===== config.mk =====
export PLATFORM = sky130hd
export DESIGN_NAME = seq_detector_param
export DESIGN_NICKNAME = d
export VERILOG_FILES = /design/src/rtl/seq_detector_param.sv
export SDC_FILE = /design/constraint.sdc
export NUM_CORES = 1
export LEC_CHECK = 0
export CAP_MARGIN = 15
export CORE_MARGIN = 5
export CORE_UTILIZATION = 44
export DETAILED_ROUTE_END_ITERATION = 6
export PLACE_DENSITY_LB_ADDON = 0.2
export SKIP_LAST_GASP = 1
export SLEW_MARGIN = 20
export SYNTH_ARGS = -nofsm -noshare
export SYNTH_HDL_FRONTEND = slang
export SYNTH_SLANG_ARGS = --single-unit

===== constraint.sdc =====
create_clock -name clk -period 2.1 [get_ports clk]
set_clock_uncertainty 0.05 [all_clocks]
set_input_delay 0.42 -clock clk [delete_from_list [all_inputs] [get_ports clk]]
set_output_delay 0.42 -clock clk [all_outputs]
set_load 0.02 [all_outputs]

===== src/rtl/seq_detector_param.sv =====
// seq_detector_param: serial pattern detector with run-time reloadable pattern.
//
// Samples `in` whenever `en` is high and flags each occurrence of a PAT_W-bit
// pattern (MSB is the first bit received). Matches may overlap (OVERLAP=1) or
// restart from an empty history after each hit (OVERLAP=0). A saturating
// counter tallies matches.
//
// Ports:
//   clk         rising-edge clock
//   reset       synchronous, active-high reset
//   en          sample enable for `in`
//   in          serial data bit
//   cfg_load    load cfg_pattern into the pattern register (clears history)
//   cfg_pattern new pattern, PAT_W bits
//   clr_cnt     clear match_cnt (a coincident hit leaves it at 1)
//   det         combinational match indication for the current bit
//   out         registered one-cycle match pulse
//   match_cnt   saturating match count, CNT_W bits
module seq_detector_param #(
  parameter int unsigned      PAT_W   = 4,
  parameter logic [PAT_W-1:0] PATTERN = 4'b1011,
  parameter bit               OVERLAP = 1'b1,
  parameter int unsigned      CNT_W   = 8
) (
  input  logic             clk,
  input  logic             reset,
  input  logic             en,
  input  logic             in,
  input  logic             cfg_load,
  input  logic [PAT_W-1:0] cfg_pattern,
  input  logic             clr_cnt,
  output logic             det,
  output logic             out,
  output logic [CNT_W-1:0] match_cnt
);

  localparam int unsigned FW = $clog2(PAT_W + 1);

  // fill doubles as the state: 0 = empty, 1..PAT_W-1 = filling, PAT_W = primed.
  localparam logic [FW-1:0]    FillFull  = FW'(PAT_W);
  localparam logic [FW-1:0]    FillReady = FW'(PAT_W - 1);
  localparam logic [CNT_W-1:0] CntMax    = {CNT_W{1'b1}};

  logic [PAT_W-1:0] pat_q, pat_d;
  logic [PAT_W-1:0] hist_q, hist_d;
  logic [FW-1:0]    fill_q, fill_d;
  logic             out_q, out_d;
  logic [CNT_W-1:0] cnt_q, cnt_d;

  logic [PAT_W-1:0] cand;
  logic             hit;

  always_comb begin
    cand = {hist_q[PAT_W-2:0], in};
    // Once PAT_W-1 bits are held, the current bit completes a full word.
    hit  = en & ~cfg_load & (fill_q >= FillReady) & (cand == pat_q);
  end

  always_comb begin
    pat_d  = pat_q;
    hist_d = hist_q;
    fill_d = fill_q;
    out_d  = 1'b0;
    cnt_d  = cnt_q;

    if (cfg_load) begin
      pat_d  = cfg_pattern;
      hist_d = '0;
      fill_d = '0;
    end else if (en) begin
      hist_d = cand;
      fill_d = (fill_q == FillFull) ? FillFull : fill_q + FW'(1);
      out_d  = hit;
      // Non-overlapping mode: the next match needs PAT_W fresh bits.
      if (hit && !OVERLAP) begin
        fill_d = '0;
      end
    end

    if (clr_cnt) begin
      cnt_d = hit ? CNT_W'(1) : '0;
    end else if (hit && (cnt_q != CntMax)) begin
      cnt_d = cnt_q + CNT_W'(1);
    end
  end

  always_ff @(posedge clk) begin
    if (reset) begin
      pat_q  <= PATTERN;
      hist_q <= '0;
      fill_q <= '0;
      out_q  <= 1'b0;
      cnt_q  <= '0;
    end else begin
      pat_q  <= pat_d;
      hist_q <= hist_d;
      fill_q <= fill_d;
      out_q  <= out_d;
      cnt_q  <= cnt_d;
    end
  end

  assign det       = hit;
  assign out       = out_q;
  assign match_cnt = cnt_q;

endmodule


==> summary.txt <==
Die
  • Initial core utilization: 45.1%
  • I/O Pins: 20
  • Die height: 57.2 um
  • Chip Width: 57.2 um
  • Core area: 2170 um^2
  • # rows: 17
  • Die area: 3270 um^2

Power
  • Switch Pwr: 0.153 mW
  • Total design power: 0.639 mW
  • Static leakage: 0.576 nW
  • Power per cell area: 445 nW/um^2
  • Pint: 0.486 mW
  • Sw Ratio: 24.0%
  • Logic pwr share: 13.2%
  • Clock network power share: 28.4%
  • Flop pwr share: 58.4%
  • VDD IR max: 0.000315 V

Timing
  • RSZ-0062 raised after global routing: yes
  • Fin crit share: 98.8%
  • Worst Tran Pin Value: 285 ps
  • WHS: 473 ps
  • Slew margin rel.: 80.8%
  • Max Slew Vio Count: 0
  • Tmin final: 2080 ps
  • Setup TNS Final: 0 ps
  • Setup ws final: 24.3 ps
  • Max frequency: 482 MHz
  • Endpoints failing setup: 0
  • Final Hold Fails: 0

Synth
  • Post-synthesis instance total: 107
  • Syn_area_per_cell: 9.14 um^2
  • Syn_nets: 121
  • Asr flop ratio synth: 0%
  • Yosys top cell by area: dfxtp_1
  • Top post-synthesis cells by count: dfxtp_1, a21oi_1, nand2_1, nor2_1
  • Flop and latch count out of synthesis: 19
  • Synth Cell Area: 978 um^2
  • Post-synth EDFFs: 0
  • Most frequent cell after synthesis: dfxtp_1
  • Distinct cells, synth: 37
  • Register area share after synthesis: 38.9%
  • Most used DFF post-synth: dfxtp_1
  • Synth area leaders: dfxtp_1, mux2i_1, ha_1, a21oi_1, nand2_1
  • Synth warn: 0
  • Share of the synthesized area in the top cell type: 38.9%

Setup path
  • Crit path capture type: output port
  • Cells along the critical path: ha_4, ha_4, a211o_4, and4_4, nand2_4, inv_2, buf_6
  • Slowest cell delay on critical path: 360 ps
  • Worst endpoint required time: 1630 ps
  • Setup CP Type: flip-flop to output port
  • WP buf/inv: 2
  • CP dominant cell by count: ha_4
  • Startpoint types: flip-flop
  • CP max-delay cell: dfxtp_2
  • Cell family with most CP delay: flip-flops
  • Critical R2R Launch: match_cnt[0]
  • WP data arrival: 1610 ps
  • R2r setup slk: 50 ps
  • Crit path max fanout: 2
  • Reg2Reg Depth: 7
  • RR Endpoint: match_cnt[3]

Detailed routing
  • Remaining DRCs: 0
  • DRT Wirelength: 2370 um
  • Routed length per placed instance: 13.3 um
  • Antenna-violating nets left: 0
  • DR pass1 iterations: 4
  • Detail-routed via count per cell: 5.34
  • Via count of the routed design: 951
  • DR iter-0 viols: 17

GRT
  • Largest net degree at the start of global routing: 12
  • Number of global-route vias before repair: 892
  • Total GRT Usage: 14.5%
  • Antenna violations before repair: 0
  • Grt ovf: 0
  • First-pass GRT wire length: 3800 um

Clocking
  • Clk Latency, worst-skew pair: 300 ps
  • Root Driver: clkbuf_4
  • Num CTS Buffers: 3
  • Clk sinks: 19
  • Clk buf depth: 2
  • CTS Hold Bufs: 0
  • Htree depth: 1
  • CTS tree: yes
  • Clock slew at reported path FFs: 110 ps

Cells and area
  • # diodes: 0
  • Final #Nets: 165
  • Non-Filler Instances: 178
  • Area Overhead vs Synth: 46.9%
  • Design area: 1440 um^2
  • Layout Utilization: 66.3%
  • Share of layout cells above drive strength 1: 30.7%

Run
  • Max Cap Violations: 0

Min path
  • Hold Crit Depth: 2
  • Min-Delay Endpoint: match_cnt[7]
  • HP Start: match_cnt[7]
  • Worst Hold Class: flip-flop to flip-flop

Place
  • Worst slack, placed: -433 ps
  • Buffers on Ports: 19
  • Final HPWL DP: 1790 um
  • GPL Wtd Cong: 0.840
  • Post-Place Cells: 169
  • Dpl cell area: 1310 um^2

Status
  • Status: completed
==> what timing repair did <==
item | CTS | global route
pin swaps | 3 | 1
resized for setup | 15 | 7
setup buffers | 2 | 3
endpoints found under the setup margin | 3 | 4
==> worst max path at each step <==
stage | slack, ps | depth (start not counted) | from | to
2_1_floorplan | 2 | 5 | match_cnt[0] | match_cnt[7]
3_3_place_gp | -410 | 6 | in | det
3_5_place_dp | -430 | 6 | in | det
4_1_cts | -30 | 7 | fill_q[0] | det
5_1_grt | -40 | 7 | fill_q[0] | det
6_report | 20 | 7 | fill_q[0] | det
==> metal layers <==
metal | share of wire [%] | GRT usage (%)
met1 | 43 | 16.4
met2 | 51 | 25.8
met3 | 4.9 | 4.30
met4 | 1.5 | 5.30
met5 | 0 | 0
==> layout by cell type (no fill, tap or decap), drive strengths merged, types with 2 or more instances in the layout <==
| cell | synthesis | routed |
|---|---|---|
| nand3 | 4 | 4 |
| o31ai | 2 | 2 |
| inv | 7 | 7 |
| a211o | 4 | 4 |
| clkbuf | 2 | 3 |
| nor2b | 4 | 4 |
| or4 | 3 | 3 |
| or2 | 2 | 2 |
| xnor2 | 3 | 3 |
| nand2 | 8 | 8 |
| nor2 | 7 | 7 |
| clkdlybuf4s50 | 0 | 17 |
| or3 | 3 | 3 |
| a21oi | 8 | 8 |
| nand4 | 2 | 2 |
| buf | 1 | 25 |
| ha | 4 | 4 |
| dfxtp | 19 | 19 |
| mux2i | 6 | 6 |
| and4 | 2 | 2 |
| o21ai | 3 | 3 |
==> cell families after synthesis <==
family | share of synthesized area [%]
simple gates | 23.1
compound gates | 16.2
flops | 38.9
buf+inv | 6.90
mux | 6.14
xor+xnor | 3.58
fa+ha+maj | 5.12
==> flip-flops by register name, summed over array words and instances (netlist names) <==
name / flops
hist_q: 3
fill_q: 3
out: 1
match_cnt: 8
pat_q: 4
==> cell type report <==
class | instances | area [um^2]
clock buffers | 3 | 22.5
clock inverters | 1 | 5.00
fillers | 185 | 732
inverters | 7 | 26.3
multi-input cells | 77 | 588
flip-flops and latches | 19 | 383
well taps | 28 | 35.0
repair buffers | 43 | 378
==> worst register-to-register path: stages, from the launching register on <==
cell	delay, ps
dfxtp_1	330
ha_1	210
and3_4	180
a2111o_1	500
buf_4	180
buf_4	120
o31ai_1	260
a21oi_1	100
==> power by group through the flow <==
stage          sequential (mW)  combinational (mW)  clock [mW]
4_1_cts                  0.373              0.0760       0.191
2_1_floorplan            0.380              0.0421           0
5_1_grt                  0.374              0.0913       0.206
3_5_place_dp             0.381              0.0750           0
6_report                 0.373              0.0843       0.182
3_3_place_gp             0.380              0.0733           0
Note: power is estimated with default switching activity, not from simulation.
